## config.mk

```make
export PLATFORM = sky130hd
export DESIGN_NAME = llsc_bus_arbiter_flat
export DESIGN_NICKNAME = d
export VERILOG_FILES = /design/src/rtl/llsc_bus_pkg.sv /design/src/rtl/llsc_bus_arbiter_if.sv /design/src/rtl/rr_arbiter.sv /design/src/rtl/llsc_bus_arbiter.sv /design/src/flat_wrapper.sv
export SDC_FILE = /design/constraint.sdc
export NUM_CORES = 1
export LEC_CHECK = 0
export ABC_CLOCK_PERIOD_IN_PS = 2200
export CAP_MARGIN = 20
export CORE_AREA = 2 2 179 181
export DETAILED_ROUTE_END_ITERATION = 10
export DIE_AREA = 0 0 181 183
export PLACE_DENSITY = 0.66
export REMOVE_ABC_BUFFERS = 1
export SYNTH_ARGS = -nofsm -noshare
export SYNTH_HDL_FRONTEND = slang
export SYNTH_SLANG_ARGS = --single-unit
```

## constraint.sdc

```tcl
create_clock -name clk_i -period 2.2 [get_ports clk_i]
set_clock_uncertainty 0.15 [all_clocks]
set_input_delay 0.33 -clock clk_i [delete_from_list [all_inputs] [get_ports clk_i]]
set_output_delay 0.33 -clock clk_i [all_outputs]
set_load 0.01 [all_outputs]
```

## src/rtl/llsc_bus_pkg.sv

```systemverilog
// Shared types for the LL/SC bus arbiter.
//   arb_state_t : sequencer states (idle, issue to cache, wait for cache, snoop broadcast)
//   CORE_ID_W   : width of a core index on the cache/coherence bus
package llsc_bus_pkg;

  localparam int unsigned CORE_ID_W = 2;

  typedef enum logic [1:0] {
    StIdle,
    StIssue,
    StWaitResp,
    StSnoop
  } arb_state_t;

endpackage

```

## src/rtl/llsc_bus_arbiter_if.sv

```systemverilog
// Bundle of core-side, cache-side and snoop-side signals around the arbiter.
//   slave  : arbiter view (drives ready/resp, cache request, snoop broadcast, busy)
//   master : environment view (cores, cache and remote caches)
interface llsc_bus_arbiter_if
  import llsc_bus_pkg::*;
#(
  parameter int unsigned NUM_CORES  = 4,
  parameter int unsigned ADDR_WIDTH = 32,
  parameter int unsigned DATA_WIDTH = 32
);

  // Core side
  logic [NUM_CORES-1:0]            core_req_valid;
  logic [NUM_CORES-1:0]            core_req_wr;
  logic [NUM_CORES-1:0]            core_req_atomic;
  logic [NUM_CORES*ADDR_WIDTH-1:0] core_req_addr;
  logic [NUM_CORES*DATA_WIDTH-1:0] core_req_wdata;
  logic [NUM_CORES-1:0]            core_req_ready;
  logic [NUM_CORES-1:0]            core_resp_valid;
  logic [DATA_WIDTH-1:0]           core_resp_rdata;
  logic                            core_sc_success;
  logic                            core_resp_err;

  // Cache side
  logic                            cache_req_valid;
  logic                            cache_req_wr;
  logic                            cache_req_atomic;
  logic [ADDR_WIDTH-1:0]           cache_req_addr;
  logic [DATA_WIDTH-1:0]           cache_req_wdata;
  logic [CORE_ID_W-1:0]            cache_core_id;
  logic                            cache_busy;
  logic                            cache_resp_valid;
  logic [DATA_WIDTH-1:0]           cache_resp_rdata;
  logic                            cache_sc_success;

  // Coherence side
  logic                            snoop_valid;
  logic [ADDR_WIDTH-1:0]           snoop_addr;
  logic [CORE_ID_W-1:0]            snoop_source_id;
  logic [NUM_CORES-1:0]            snoop_ack;

  logic                            busy;

  modport slave (
    input  core_req_valid, core_req_wr, core_req_atomic, core_req_addr, core_req_wdata,
    output core_req_ready, core_resp_valid, core_resp_rdata, core_sc_success, core_resp_err,
    output cache_req_valid, cache_req_wr, cache_req_atomic, cache_req_addr, cache_req_wdata,
    output cache_core_id,
    input  cache_busy, cache_resp_valid, cache_resp_rdata, cache_sc_success,
    output snoop_valid, snoop_addr, snoop_source_id,
    input  snoop_ack,
    output busy
  );

  modport master (
    output core_req_valid, core_req_wr, core_req_atomic, core_req_addr, core_req_wdata,
    input  core_req_ready, core_resp_valid, core_resp_rdata, core_sc_success, core_resp_err,
    input  cache_req_valid, cache_req_wr, cache_req_atomic, cache_req_addr, cache_req_wdata,
    input  cache_core_id,
    output cache_busy, cache_resp_valid, cache_resp_rdata, cache_sc_success,
    input  snoop_valid, snoop_addr, snoop_source_id,
    output snoop_ack,
    input  busy
  );

endinterface

```

## src/rtl/rr_arbiter.sv

```systemverilog
// Combinational round-robin pick.
//   req_i     : request vector, one bit per core
//   ptr_i     : last granted core; search starts at ptr_i+1 modulo NUM_CORES
//   grant_o   : index of the first requester found
//   any_req_o : at least one request is present
module rr_arbiter
  import llsc_bus_pkg::*;
#(
  parameter int unsigned NUM_CORES = 4
) (
  input  logic [NUM_CORES-1:0] req_i,
  input  logic [CORE_ID_W-1:0] ptr_i,
  output logic [CORE_ID_W-1:0] grant_o,
  output logic                 any_req_o
);

  int unsigned idx;

  always_comb begin
    grant_o   = '0;
    any_req_o = 1'b0;
    idx       = 0;
    // Offset 1 first, so the previous winner is considered last.
    for (int unsigned i = 1; i <= NUM_CORES; i++) begin
      idx = (32'(ptr_i) + i) % NUM_CORES;
      if (!any_req_o && req_i[idx]) begin
        any_req_o = 1'b1;
        grant_o   = idx[CORE_ID_W-1:0];
      end
    end
  end

endmodule

```

## src/rtl/llsc_bus_arbiter.sv

```systemverilog
// Round-robin arbiter/sequencer sharing one LL/SC-capable cache port among NUM_CORES cores.
// One transaction is in flight at a time: grant, issue to cache, return the response to the
// requester, and after a completed store broadcast a snoop invalidate until all other caches ack.
//   clk_i  : clock, all logic on posedge
//   rst_i  : synchronous active-high reset; drops any in-flight transaction silently
//   bus_io : core request/response, cache request/response, snoop and busy signals
module llsc_bus_arbiter
  import llsc_bus_pkg::*;
#(
  parameter int unsigned NUM_CORES  = 4,
  parameter int unsigned ADDR_WIDTH = 32,
  parameter int unsigned DATA_WIDTH = 32,
  parameter int unsigned TIMEOUT    = 64
) (
  input  logic              clk_i,
  input  logic              rst_i,
  llsc_bus_arbiter_if.slave bus_io
);

  localparam int unsigned CntW = $clog2(TIMEOUT) + 1;

  arb_state_t            state_q;
  logic [CORE_ID_W-1:0]  rr_ptr_q, gnt_q, pick;
  logic                  any_req;
  logic                  wr_q, atomic_q;
  logic [ADDR_WIDTH-1:0] addr_q;
  logic [DATA_WIDTH-1:0] wdata_q, rdata_q;
  logic [CntW-1:0]       cnt_q, cnt_inc;
  logic [NUM_CORES-1:0]  ack_q, ready_q, resp_valid_q, src_mask;
  logic                  sc_q, err_q, snoop_valid_q;
  logic                  all_acked, cnt_expired, do_snoop;

  rr_arbiter #(
    .NUM_CORES(NUM_CORES)
  ) u_rr_arbiter (
    .req_i    (bus_io.core_req_valid),
    .ptr_i    (rr_ptr_q),
    .grant_o  (pick),
    .any_req_o(any_req)
  );

  always_comb begin
    cnt_inc     = (cnt_q == '1) ? cnt_q : cnt_q + CntW'(1);
    cnt_expired = (cnt_q == CntW'(TIMEOUT - 1));
    src_mask    = NUM_CORES'(1) << gnt_q;
    // The writer's own ack is masked in; acks arriving this cycle count immediately.
    all_acked   = &(ack_q | bus_io.snoop_ack | src_mask);
    do_snoop    = wr_q && (!atomic_q || bus_io.cache_sc_success);
  end

  always_ff @(posedge clk_i) begin
    if (rst_i) begin
      state_q       <= StIdle;
      rr_ptr_q      <= CORE_ID_W'(NUM_CORES - 1);
      gnt_q         <= '0;
      wr_q          <= 1'b0;
      atomic_q      <= 1'b0;
      addr_q        <= '0;
      wdata_q       <= '0;
      rdata_q       <= '0;
      cnt_q         <= '0;
      ack_q         <= '0;
      ready_q       <= '0;
      resp_valid_q  <= '0;
      sc_q          <= 1'b0;
      err_q         <= 1'b0;
      snoop_valid_q <= 1'b0;
    end else begin
      ready_q      <= '0;
      resp_valid_q <= '0;
      case (state_q)
        StIdle: begin
          if (any_req) begin
            gnt_q         <= pick;
            rr_ptr_q      <= pick;
            wr_q          <= bus_io.core_req_wr[pick];
            atomic_q      <= bus_io.core_req_atomic[pick];
            addr_q        <= bus_io.core_req_addr[pick*ADDR_WIDTH +: ADDR_WIDTH];
            wdata_q       <= bus_io.core_req_wdata[pick*DATA_WIDTH +: DATA_WIDTH];
            ready_q[pick] <= 1'b1;
            state_q       <= StIssue;
          end
        end
        StIssue: begin
          if (!bus_io.cache_busy) begin
            cnt_q   <= '0;
            state_q <= StWaitResp;
          end
        end
        StWaitResp: begin
          if (bus_io.cache_resp_valid) begin
            rdata_q             <= bus_io.cache_resp_rdata;
            sc_q                <= bus_io.cache_sc_success;
            err_q               <= 1'b0;
            resp_valid_q[gnt_q] <= 1'b1;
            if (do_snoop) begin
              snoop_valid_q <= 1'b1;
              ack_q         <= '0;
              cnt_q         <= '0;
              state_q       <= StSnoop;
            end else begin
              state_q <= StIdle;
            end
          end else if (cnt_expired) begin
            rdata_q             <= '0;
            sc_q                <= 1'b0;
            err_q               <= 1'b1;
            resp_valid_q[gnt_q] <= 1'b1;
            state_q             <= StIdle;
          end else begin
            cnt_q <= cnt_inc;
          end
        end
        StSnoop: begin
          // The core was already answered; a snoop timeout just abandons the broadcast.
          if (all_acked || cnt_expired) begin
            snoop_valid_q <= 1'b0;
            state_q       <= StIdle;
          end else begin
            ack_q <= ack_q | bus_io.snoop_ack;
            cnt_q <= cnt_inc;
          end
        end
        default: state_q <= StIdle;
      endcase
    end
  end

  // cache_req_valid is combinational on cache_busy so an idle cache sees the request in the
  // first ISSUE cycle.
  assign bus_io.cache_req_valid  = (state_q == StIssue) && !bus_io.cache_busy;
  assign bus_io.cache_req_wr     = wr_q;
  assign bus_io.cache_req_atomic = atomic_q;
  assign bus_io.cache_req_addr   = addr_q;
  assign bus_io.cache_req_wdata  = wdata_q;
  assign bus_io.cache_core_id    = gnt_q;
  assign bus_io.core_req_ready   = ready_q;
  assign bus_io.core_resp_valid  = resp_valid_q;
  assign bus_io.core_resp_rdata  = rdata_q;
  assign bus_io.core_sc_success  = sc_q;
  assign bus_io.core_resp_err    = err_q;
  assign bus_io.snoop_valid      = snoop_valid_q;
  assign bus_io.snoop_addr       = addr_q;
  assign bus_io.snoop_source_id  = gnt_q;
  assign bus_io.busy             = (state_q != StIdle);

endmodule

```

## src/flat_wrapper.sv

```systemverilog
// flat-port wrapper written by rule: the top's interface ports become plain ports
module llsc_bus_arbiter_flat import llsc_bus_pkg::*;
#(
  parameter int unsigned NUM_CORES  = 4,
  parameter int unsigned ADDR_WIDTH = 32,
  parameter int unsigned DATA_WIDTH = 32,
  parameter int unsigned TIMEOUT    = 64
)
  (clk_i, rst_i, bus_io_core_req_valid, bus_io_core_req_wr, bus_io_core_req_atomic, bus_io_core_req_addr, bus_io_core_req_wdata, bus_io_core_req_ready, bus_io_core_resp_valid, bus_io_core_resp_rdata, bus_io_core_sc_success, bus_io_core_resp_err, bus_io_cache_req_valid, bus_io_cache_req_wr, bus_io_cache_req_atomic, bus_io_cache_req_addr, bus_io_cache_req_wdata, bus_io_cache_core_id, bus_io_cache_busy, bus_io_cache_resp_valid, bus_io_cache_resp_rdata, bus_io_cache_sc_success, bus_io_snoop_valid, bus_io_snoop_addr, bus_io_snoop_source_id, bus_io_snoop_ack, bus_io_busy);
  llsc_bus_arbiter_if #(.NUM_CORES(NUM_CORES), .ADDR_WIDTH(ADDR_WIDTH), .DATA_WIDTH(DATA_WIDTH)) bus_io_i ();
  input  logic clk_i;
  input  logic rst_i;
  input wire logic [$bits(bus_io_i.core_req_valid)-1:0] bus_io_core_req_valid;
  input wire logic [$bits(bus_io_i.core_req_wr)-1:0] bus_io_core_req_wr;
  input wire logic [$bits(bus_io_i.core_req_atomic)-1:0] bus_io_core_req_atomic;
  input wire logic [$bits(bus_io_i.core_req_addr)-1:0] bus_io_core_req_addr;
  input wire logic [$bits(bus_io_i.core_req_wdata)-1:0] bus_io_core_req_wdata;
  output wire logic [$bits(bus_io_i.core_req_ready)-1:0] bus_io_core_req_ready;
  output wire logic [$bits(bus_io_i.core_resp_valid)-1:0] bus_io_core_resp_valid;
  output wire logic [$bits(bus_io_i.core_resp_rdata)-1:0] bus_io_core_resp_rdata;
  output wire logic [$bits(bus_io_i.core_sc_success)-1:0] bus_io_core_sc_success;
  output wire logic [$bits(bus_io_i.core_resp_err)-1:0] bus_io_core_resp_err;
  output wire logic [$bits(bus_io_i.cache_req_valid)-1:0] bus_io_cache_req_valid;
  output wire logic [$bits(bus_io_i.cache_req_wr)-1:0] bus_io_cache_req_wr;
  output wire logic [$bits(bus_io_i.cache_req_atomic)-1:0] bus_io_cache_req_atomic;
  output wire logic [$bits(bus_io_i.cache_req_addr)-1:0] bus_io_cache_req_addr;
  output wire logic [$bits(bus_io_i.cache_req_wdata)-1:0] bus_io_cache_req_wdata;
  output wire logic [$bits(bus_io_i.cache_core_id)-1:0] bus_io_cache_core_id;
  input wire logic [$bits(bus_io_i.cache_busy)-1:0] bus_io_cache_busy;
  input wire logic [$bits(bus_io_i.cache_resp_valid)-1:0] bus_io_cache_resp_valid;
  input wire logic [$bits(bus_io_i.cache_resp_rdata)-1:0] bus_io_cache_resp_rdata;
  input wire logic [$bits(bus_io_i.cache_sc_success)-1:0] bus_io_cache_sc_success;
  output wire logic [$bits(bus_io_i.snoop_valid)-1:0] bus_io_snoop_valid;
  output wire logic [$bits(bus_io_i.snoop_addr)-1:0] bus_io_snoop_addr;
  output wire logic [$bits(bus_io_i.snoop_source_id)-1:0] bus_io_snoop_source_id;
  input wire logic [$bits(bus_io_i.snoop_ack)-1:0] bus_io_snoop_ack;
  output wire logic [$bits(bus_io_i.busy)-1:0] bus_io_busy;
  assign bus_io_i.core_req_valid = bus_io_core_req_valid;
  assign bus_io_i.core_req_wr = bus_io_core_req_wr;
  assign bus_io_i.core_req_atomic = bus_io_core_req_atomic;
  assign bus_io_i.core_req_addr = bus_io_core_req_addr;
  assign bus_io_i.core_req_wdata = bus_io_core_req_wdata;
  assign bus_io_core_req_ready = bus_io_i.core_req_ready;
  assign bus_io_core_resp_valid = bus_io_i.core_resp_valid;
  assign bus_io_core_resp_rdata = bus_io_i.core_resp_rdata;
  assign bus_io_core_sc_success = bus_io_i.core_sc_success;
  assign bus_io_core_resp_err = bus_io_i.core_resp_err;
  assign bus_io_cache_req_valid = bus_io_i.cache_req_valid;
  assign bus_io_cache_req_wr = bus_io_i.cache_req_wr;
  assign bus_io_cache_req_atomic = bus_io_i.cache_req_atomic;
  assign bus_io_cache_req_addr = bus_io_i.cache_req_addr;
  assign bus_io_cache_req_wdata = bus_io_i.cache_req_wdata;
  assign bus_io_cache_core_id = bus_io_i.cache_core_id;
  assign bus_io_i.cache_busy = bus_io_cache_busy;
  assign bus_io_i.cache_resp_valid = bus_io_cache_resp_valid;
  assign bus_io_i.cache_resp_rdata = bus_io_cache_resp_rdata;
  assign bus_io_i.cache_sc_success = bus_io_cache_sc_success;
  assign bus_io_snoop_valid = bus_io_i.snoop_valid;
  assign bus_io_snoop_addr = bus_io_i.snoop_addr;
  assign bus_io_snoop_source_id = bus_io_i.snoop_source_id;
  assign bus_io_i.snoop_ack = bus_io_snoop_ack;
  assign bus_io_busy = bus_io_i.busy;
  llsc_bus_arbiter #(.NUM_CORES(NUM_CORES), .ADDR_WIDTH(ADDR_WIDTH), .DATA_WIDTH(DATA_WIDTH), .TIMEOUT(TIMEOUT)) u_core (.clk_i(clk_i), .rst_i(rst_i), .bus_io(bus_io_i));
endmodule
```

-- Word-level counts from Yosys, hierarchy flattened
Cells that the tools add are included.
- latch bits: 0
- memories: 0
- register bits: 126
- bits in read-only memories: 0
- logic and storage cells: 132
- memory bits (writable): 0
- input port bits: 309
- equal/unequal tests: 14
- divide/modulo/power cells: 0
- reductions and logical operators: 28
- bitwise gates (word level): 5
- add/subtract/negate cells: 5
- $lt $le $gt $ge: 8
- muxes and demuxes: 54
- shift operators: 3
- multiply operators: 0
- operator list (operator ; number):
    indexed part select 128 x 8 -> 32 bit ; 2
    2-to-1 mux 32 bit ; 2
    2-to-1 mux 7 bit ; 6
    case mux 7 bit (3 select lines) ; 1
    2-to-1 mux 2 bit ; 10
    2-to-1 mux 4 bit ; 5
    2-to-1 mux 1 bit ; 19
    < comparator 2 x 3 -> 1 bit (second input constant) ; 6
    AND reduction 4 bit ; 4
    binary-select mux 1 bit (select 2 bit) ; 6
    bitwise OR 4 bit ; 2
    case mux 2 bit (4 select lines) ; 1
    case mux 4 bit (2 select lines) ; 1
    adder 7 x 1 -> 7 bit (second input constant) ; 1
    equality test 7 x 6 -> 1 bit (second input constant) ; 1
    equality test 7 bit (second input constant) ; 1
    logical AND 1 bit ; 7
    inequality test 2 x 1 -> 1 bit (second input constant) ; 3
    inequality test 2 bit (second input constant) ; 3
    inequality test 3 x 2 -> 1 bit (second input constant) ; 2
    nonzero test 2 bit ; 3
    zero test 1 bit ; 5
    AND reduction 5 bit ; 1
    adder 2 x 1 -> 2 bit (second input constant) ; 2
    other kinds (15) ; 23

-- Longest topological paths before layout
- word-level depth: 17
- depth in mapped cells: 9
- gate-level depth less buffers: 6

-- Hierarchy
Synthesis repeated with hierarchy kept, for this count alone.
- cell total of the unflattened synthesis: 675
- area, all modules: 6470.0 µm²
- by module, submodules not included (module ; area each (µm²) ; times used ; cells an instance):
    llsc_bus_arbiter ; 6378.6 ; 1 ; 661
    rr_arbiter ; 91.3 ; 1 ; 14

-- Least setup slack after synthesis
Ideal clock, no wire load.
- path kind: register to register
- start point: reg u_core.rr_ptr_q[1]
- end point: reg u_core.addr_q[23], in the netlist u_core.bus_io.cache_req_addr[23]
- library setup time: 74 ps
- path slack: 139 ps
- cell stages (with the launch flop): 9
- data arrival time: 1836 ps
- period minus slack after synthesis: 2061 ps
- path through: dfxtp_1 -> buf_2 -> and3b_1 -> o32a_1 -> buf_4 -> clkbuf_4 -> mux2i_1 -> a221o_1 -> nor3_2
- longest elaborated chain between the ends: 14
- elaborated cells on any way between the ends: 28
- classes of those cells: 4 x add/sub; 1 x shift; 16 x mux; 7 x reduce/logical
- RTL lines (element ; line ; RTL):
    start: declaration ; llsc_bus_arbiter.sv:23 ; logic [CORE_ID_W-1:0] rr_ptr_q, gnt_q, pick;
    start signal: assignment ; llsc_bus_arbiter.sv:54 ; rr_ptr_q <= CORE_ID_W'(NUM_CORES - 1);
    start signal: assignment ; llsc_bus_arbiter.sv:75 ; rr_ptr_q <= pick;
    adder 2 x 1 -> 2 bit ; rr_arbiter.sv:25 ; idx = (32'(ptr_i) + i) % NUM_CORES;
    binary-select mux 1 bit (select 2 bit) ; rr_arbiter.sv:26 ; if (!any_req_o && req_i[idx]) begin
    2-to-1 mux 1 bit (not written as such) ; rr_arbiter.sv:26 ;
    2-to-1 mux 1 bit ; rr_arbiter.sv:26 ;
    zero test 1 bit ; rr_arbiter.sv:26 ;
    logical AND 1 bit ; rr_arbiter.sv:26 ;
    2-to-1 mux 1 bit ; rr_arbiter.sv:26 ;
    zero test 1 bit ; rr_arbiter.sv:26 ;
    logical AND 1 bit ; rr_arbiter.sv:26 ;
    2-to-1 mux 1 bit ; rr_arbiter.sv:26 ;
    zero test 1 bit ; rr_arbiter.sv:26 ;
    logical AND 1 bit ; rr_arbiter.sv:26 ;
    2-to-1 mux 2 bit or 2-to-1 mux 1 bit (tied branches) ; rr_arbiter.sv:26 ;
    indexed part select 128 x 8 -> 32 bit or AND reduction 2 bit (tied branches) ; n/a ;
    end signal: assignment ; llsc_bus_arbiter.sv:78 ; addr_q <= bus_io.core_req_addr[pick*ADDR_WIDTH +: ADDR_WIDTH];
    end: declaration ; llsc_bus_arbiter.sv:26 ; logic [ADDR_WIDTH-1:0] addr_q;
Parallel ways exist; a longest one is shown, timed or not. The select of a mux whose other input is x is not followed.
A chain may end at the register's enable or synchronous reset.

-- Worst setup path in the final report
- start point: reg u_core.rr_ptr_q[1]
- end point: reg u_core.wdata_q[12], in the netlist u_core.bus_io.cache_req_wdata[12]
- longest elaborated chain between the ends: 14
- elaborated cells on any way between the ends: 28
- classes of those cells: 4 x add/sub; 1 x shift; 16 x mux; 7 x reduce/logical
- RTL lines (element ; line ; RTL):
    adder 2 x 1 -> 2 bit ; rr_arbiter.sv:25 ;
    binary-select mux 1 bit (select 2 bit) ; rr_arbiter.sv:26 ;
    2-to-1 mux 1 bit (not written as such) ; rr_arbiter.sv:26 ;
    2-to-1 mux 1 bit ; rr_arbiter.sv:26 ;
    zero test 1 bit ; rr_arbiter.sv:26 ;
    logical AND 1 bit ; rr_arbiter.sv:26 ;
    2-to-1 mux 1 bit ; rr_arbiter.sv:26 ;
    zero test 1 bit ; rr_arbiter.sv:26 ;
    logical AND 1 bit ; rr_arbiter.sv:26 ;
    2-to-1 mux 1 bit ; rr_arbiter.sv:26 ;
    zero test 1 bit ; rr_arbiter.sv:26 ;
    logical AND 1 bit ; rr_arbiter.sv:26 ;
    2-to-1 mux 2 bit or 2-to-1 mux 1 bit (tied branches) ; rr_arbiter.sv:26 ;
    indexed part select 128 x 8 -> 32 bit or AND reduction 2 bit (tied branches) ; n/a ;
    end signal: assignment ; llsc_bus_arbiter.sv:79 ; wdata_q <= bus_io.core_req_wdata[pick*DATA_WIDTH +: DATA_WIDTH];
    end: declaration ; llsc_bus_arbiter.sv:27 ; logic [DATA_WIDTH-1:0] wdata_q, rdata_q;
Parallel ways exist; a longest one is shown, timed or not. The select of a mux whose other input is x is not followed.

==> flow_summary.yaml <==
pwr:
  register_share_of_total_power_pct: 27.1
  total_power_density_per_cell_area_nw_per_um2: 815
  power.share.clock_pct: 29.4
  vdd.ir_drop.worst_uv: 569
  netSwitchingFraction_pct: 33.7
  internal_power_mw: 7.11
  switchingPower_mw: 3.62
  total_leakage_power_nw: 4.99
  power.combinational.fraction_pct: 43.6
flow_run:
  max_cap_violations: 0
final_layout:
  final_layout_size_suffix_gt1_share_pct: 15.6
  sequential_cell_area_sq_um: 2530
  layout.filler_cells: 3070
  layout-area-overhead-vs-synth_pct: 85.5
  layout.nets: 1557
  multiInputGateArea_sq_um: 4040
  post-route-util_pct: 42.1
critical_path:
  critical_path_arrival_ns: 2.32
  critical_path.max_fanout: 9
  setup.worst_path.end_class: "flip-flop"
  reg2reg_depth: 6
  criticalPathCategory: "flip-flop to flip-flop"
  critical_path_depth: 6
  cpPeakStageDelay_ns: 0.46
  cpLargestDelayFamily: "compound AO/OA/AOI/OAI gates"
  crit_chain: "and3b_1, o32a_4, clkbuf_16, nor3_1, a221o_1, nor3_2"
  required_ns: 2.33
  cp-start-kind: "flip-flop"
  cp_slowest_cell: "o32a_4"
  path_buf_inv: 1
logic_synthesis:
  synthFlopType: "dfxtp_1"
  syn_area_sq_um: 7090
  ys_async_sr_fraction_pct: 0
  postSynthRegisterBits: 126
  syn_avg_cell_area_sq_um: 8.79
  synth_warnings: 0
  synth_edf_count: 0
  syn-instance-count: 807
  part_of_the_yosys_area_used_for_sequential_elements_pct: 35.6
  yosysUniqueCellTypes: 57
global_route:
  wire_length_of_the_first_global_routing_pass_um: 46200
  first_global_vias: 8277
  globalRoute.totalOverflow: 0
  groute.usage.overall_pct: 17.7
  grt_start_max_net_pins: 65
  antenna_found_initial: 2
sta:
  hold_violations: 0
  timing.hold.ws_ns: 0.264
  timing.max_slew.rel_slack_pct: 70.5
  min_period_over_period_pct: 99.6
  tightestPinTransition_ns: 0.443
  drv_slew: 0
  grt_setup_unrepaired: "yes"
  min_period_ns: 2.19
  finalSetupViolations: 0
  max_frequency_ghz: 0.457
detailed_routing:
  detailroute.via_count: 8101
  dr.first_iter.drc_count: 354
  drt_wl_total_um: 32600
  drcViolationCount: 0
  routed_via_density: 4.87
  wire_per_inst_um: 19.6
  postRouteAntennaNets: 0
  detail_route.first_pass.iterations: 5
placement:
  io_buffers: 455
  half_perimeter_wire_length_after_placement_um: 22800
  gpl.final_weighted_congestion: 0.833
clock_network:
  path_clk_slew_ns: 0.07
  clk-insertion-delay-late_ns: 0.41
  clock_sink_count: 126
  clock_tree.htree_level_count: 4
  numCtsBuffers: 17
  clk_root_buffer_cell: "clkbuf_16"
  clock_tree.buffer_depth: 2
  tritoncts_clock_tree: "done"
die:
  core-area_sq_um: 31200
  initial_core_utilization_pct: 22.7
  chipHeight_um: 183
  design.portCount: 456
  chipWidth_um: 181
  placement_rows: 65
  die_area_sq_um: 33100
outcome:
  status: "finished clean"
worst_hold_path:
  hold_path.class: "input port to flip-flop"
  holdPathStages: 2
-- what timing repair did --
action / CTS / global route
gates cloned: 0 / 9
pin swaps: 1 / 2
buffers inserted: 1 / 1
hold buffers: 0 / 0
hold endpoints to repair: 0 / 0
resized for setup: 3 / 16
setup endpoints to repair: 6 / 52
-- placed cells by master (no fill, tap or decap), types with 2 or more instances in the layout --
| master | instances |
|---|---|
| nor4_1 | 8 |
| and3b_1 | 2 |
| inv_6 | 3 |
| clkinv_4 | 2 |
| nand4_1 | 6 |
| nor2b_1 | 4 |
| a22oi_1 | 33 |
| nor2b_2 | 2 |
| bufinv_16 | 4 |
| nand3_1 | 8 |
| o22ai_2 | 4 |
| mux2_1 | 9 |
| o21bai_1 | 22 |
| a211oi_2 | 10 |
| buf_4 | 47 |
| o22ai_1 | 16 |
| mux2_2 | 7 |
| buf_12 | 16 |
| clkbuf_16 | 24 |
| mux2i_1 | 53 |
| nor3b_1 | 3 |
| a211oi_1 | 11 |
| nand2b_1 | 9 |
| clkdlybuf4s50_1 | 453 |
| nor2_4 | 2 |
| a221o_1 | 47 |
| dfxtp_1 | 124 |
| clkinv_2 | 3 |
| nor2_1 | 155 |
| nor3_2 | 48 |
| o21ai_2 | 2 |
| a21oi_1 | 9 |
| nor3_1 | 53 |
| buf_6 | 3 |
| mux2_4 | 3 |
| nand2_1 | 16 |
-- per-layer routing --
metal / wire (um) / GRT usage, % / up-vias
li1: - / - / 3819
met1: 13400 / 20.7 / 3850
met2: 16200 / 31.9 / 379
met3: 2290 / 4.43 / 51
met4: 732 / 5.40 / 2
met5: 16 / 0 / -
-- cell type report --
class	instances	share of cell area, %
antenna	1	0.0190
timing repair buffer	528	41.4
sequential	126	19.2
inverter	1	0.0285
tap	402	3.82
clock buffer	18	3.34
clock inverter	13	1.42
multi-input combinational	573	30.7
-- cells in the mapped netlist, types with 17 or more instances --
cell	n	area [sq um]
nor3_2	45	450
a221o_1	47	470
nor3_1	56	280
a22oi_1	33	248
buf_4	42	315
nor2_1	157	589
o22ai_1	17	106
clkbuf_1	37	139
buf_2	21	105
dfxtp_1	126	2520
mux2i_1	54	541
o21bai_1	22	165
-- registers in the layout (all words and copies together) (netlist names), 2 cells and up --
register and cells:
u_core.bus_io.core_resp_rdata 32, u_core.bus_io.core_req_ready 4, u_core.rr_ptr_q 2, u_core.state_q 2, u_core.bus_io.cache_req_wdata 32, u_core.bus_io.cache_req_addr 32
u_core.bus_io.core_resp_valid 4, u_core.bus_io.cache_core_id 2, u_core.ack_q 4, u_core.cnt_q 7
-- kinds of logic (layout without fill, tap and decap cells) --
logic type,count (synthesis),count (layout),share of synthesized area [%]
muxes,73,73,10.8
and+or+nand+nor,327,327,24.3
other,0,1,0
adders and majority gates,1,1,0.176
DFF,126,126,35.6
buffers and inverters,108,560,8.73
AOI/OAI and AO/OA,172,172,20.4
-- metrics by stage --
step / TNS, ns / setup WS [ns] / cell area [sq um] / cells / total power [mW]
2_1_floorplan: -281.06 / -4.26 / 6470 / 700 / 4.88
4_1_cts: 0 / 0.0276 / 12900 / 1651 / 10.5
5_1_grt: -0.0978 / -0.0185 / 13200 / 1662 / 11.2
3_5_place_dp: -23.23 / -0.410 / 12200 / 1619 / 7.32
6_report: 0 / 0.00958 / 13200 / 1662 / 10.7
3_3_place_gp: -23.26 / -0.411 / 12200 / 1619 / 7.28
-- power groups by stage --
stage	combinational, mW	clock, mW	sequential, mW
3_5_place_dp	4.39	0	2.93
3_3_place_gp	4.34	0	2.94
6_report	4.67	3.15	2.90
2_1_floorplan	1.77	0	3.11
5_1_grt	4.97	3.31	2.94
4_1_cts	4.41	3.24	2.90
-- worst paths after layout --
kind / slack [ns] / to / startpoint
hold / removal: 0.26 / u_core.bus_io.core_resp_valid[3] / rst_i
setup reg to reg: 0.01 / u_core.bus_io.cache_req_wdata[12] / u_core.rr_ptr_q[1]
setup / recovery: 0.01 / u_core.bus_io.cache_req_wdata[12] / u_core.rr_ptr_q[1]
hold reg to reg: 0.31 / u_core.ack_q[1] / u_core.ack_q[1]
-- worst reg2reg max path, delay by kind of cell (launching register included) --
family | cells | cell delay [ns]
buffers and inverters | 1 | 0.27
AOI/OAI and AO/OA | 2 | 0.69
DFF | 1 | 0.37
and+or+nand+nor | 3 | 0.58
(Power assumes the default switching activity.)
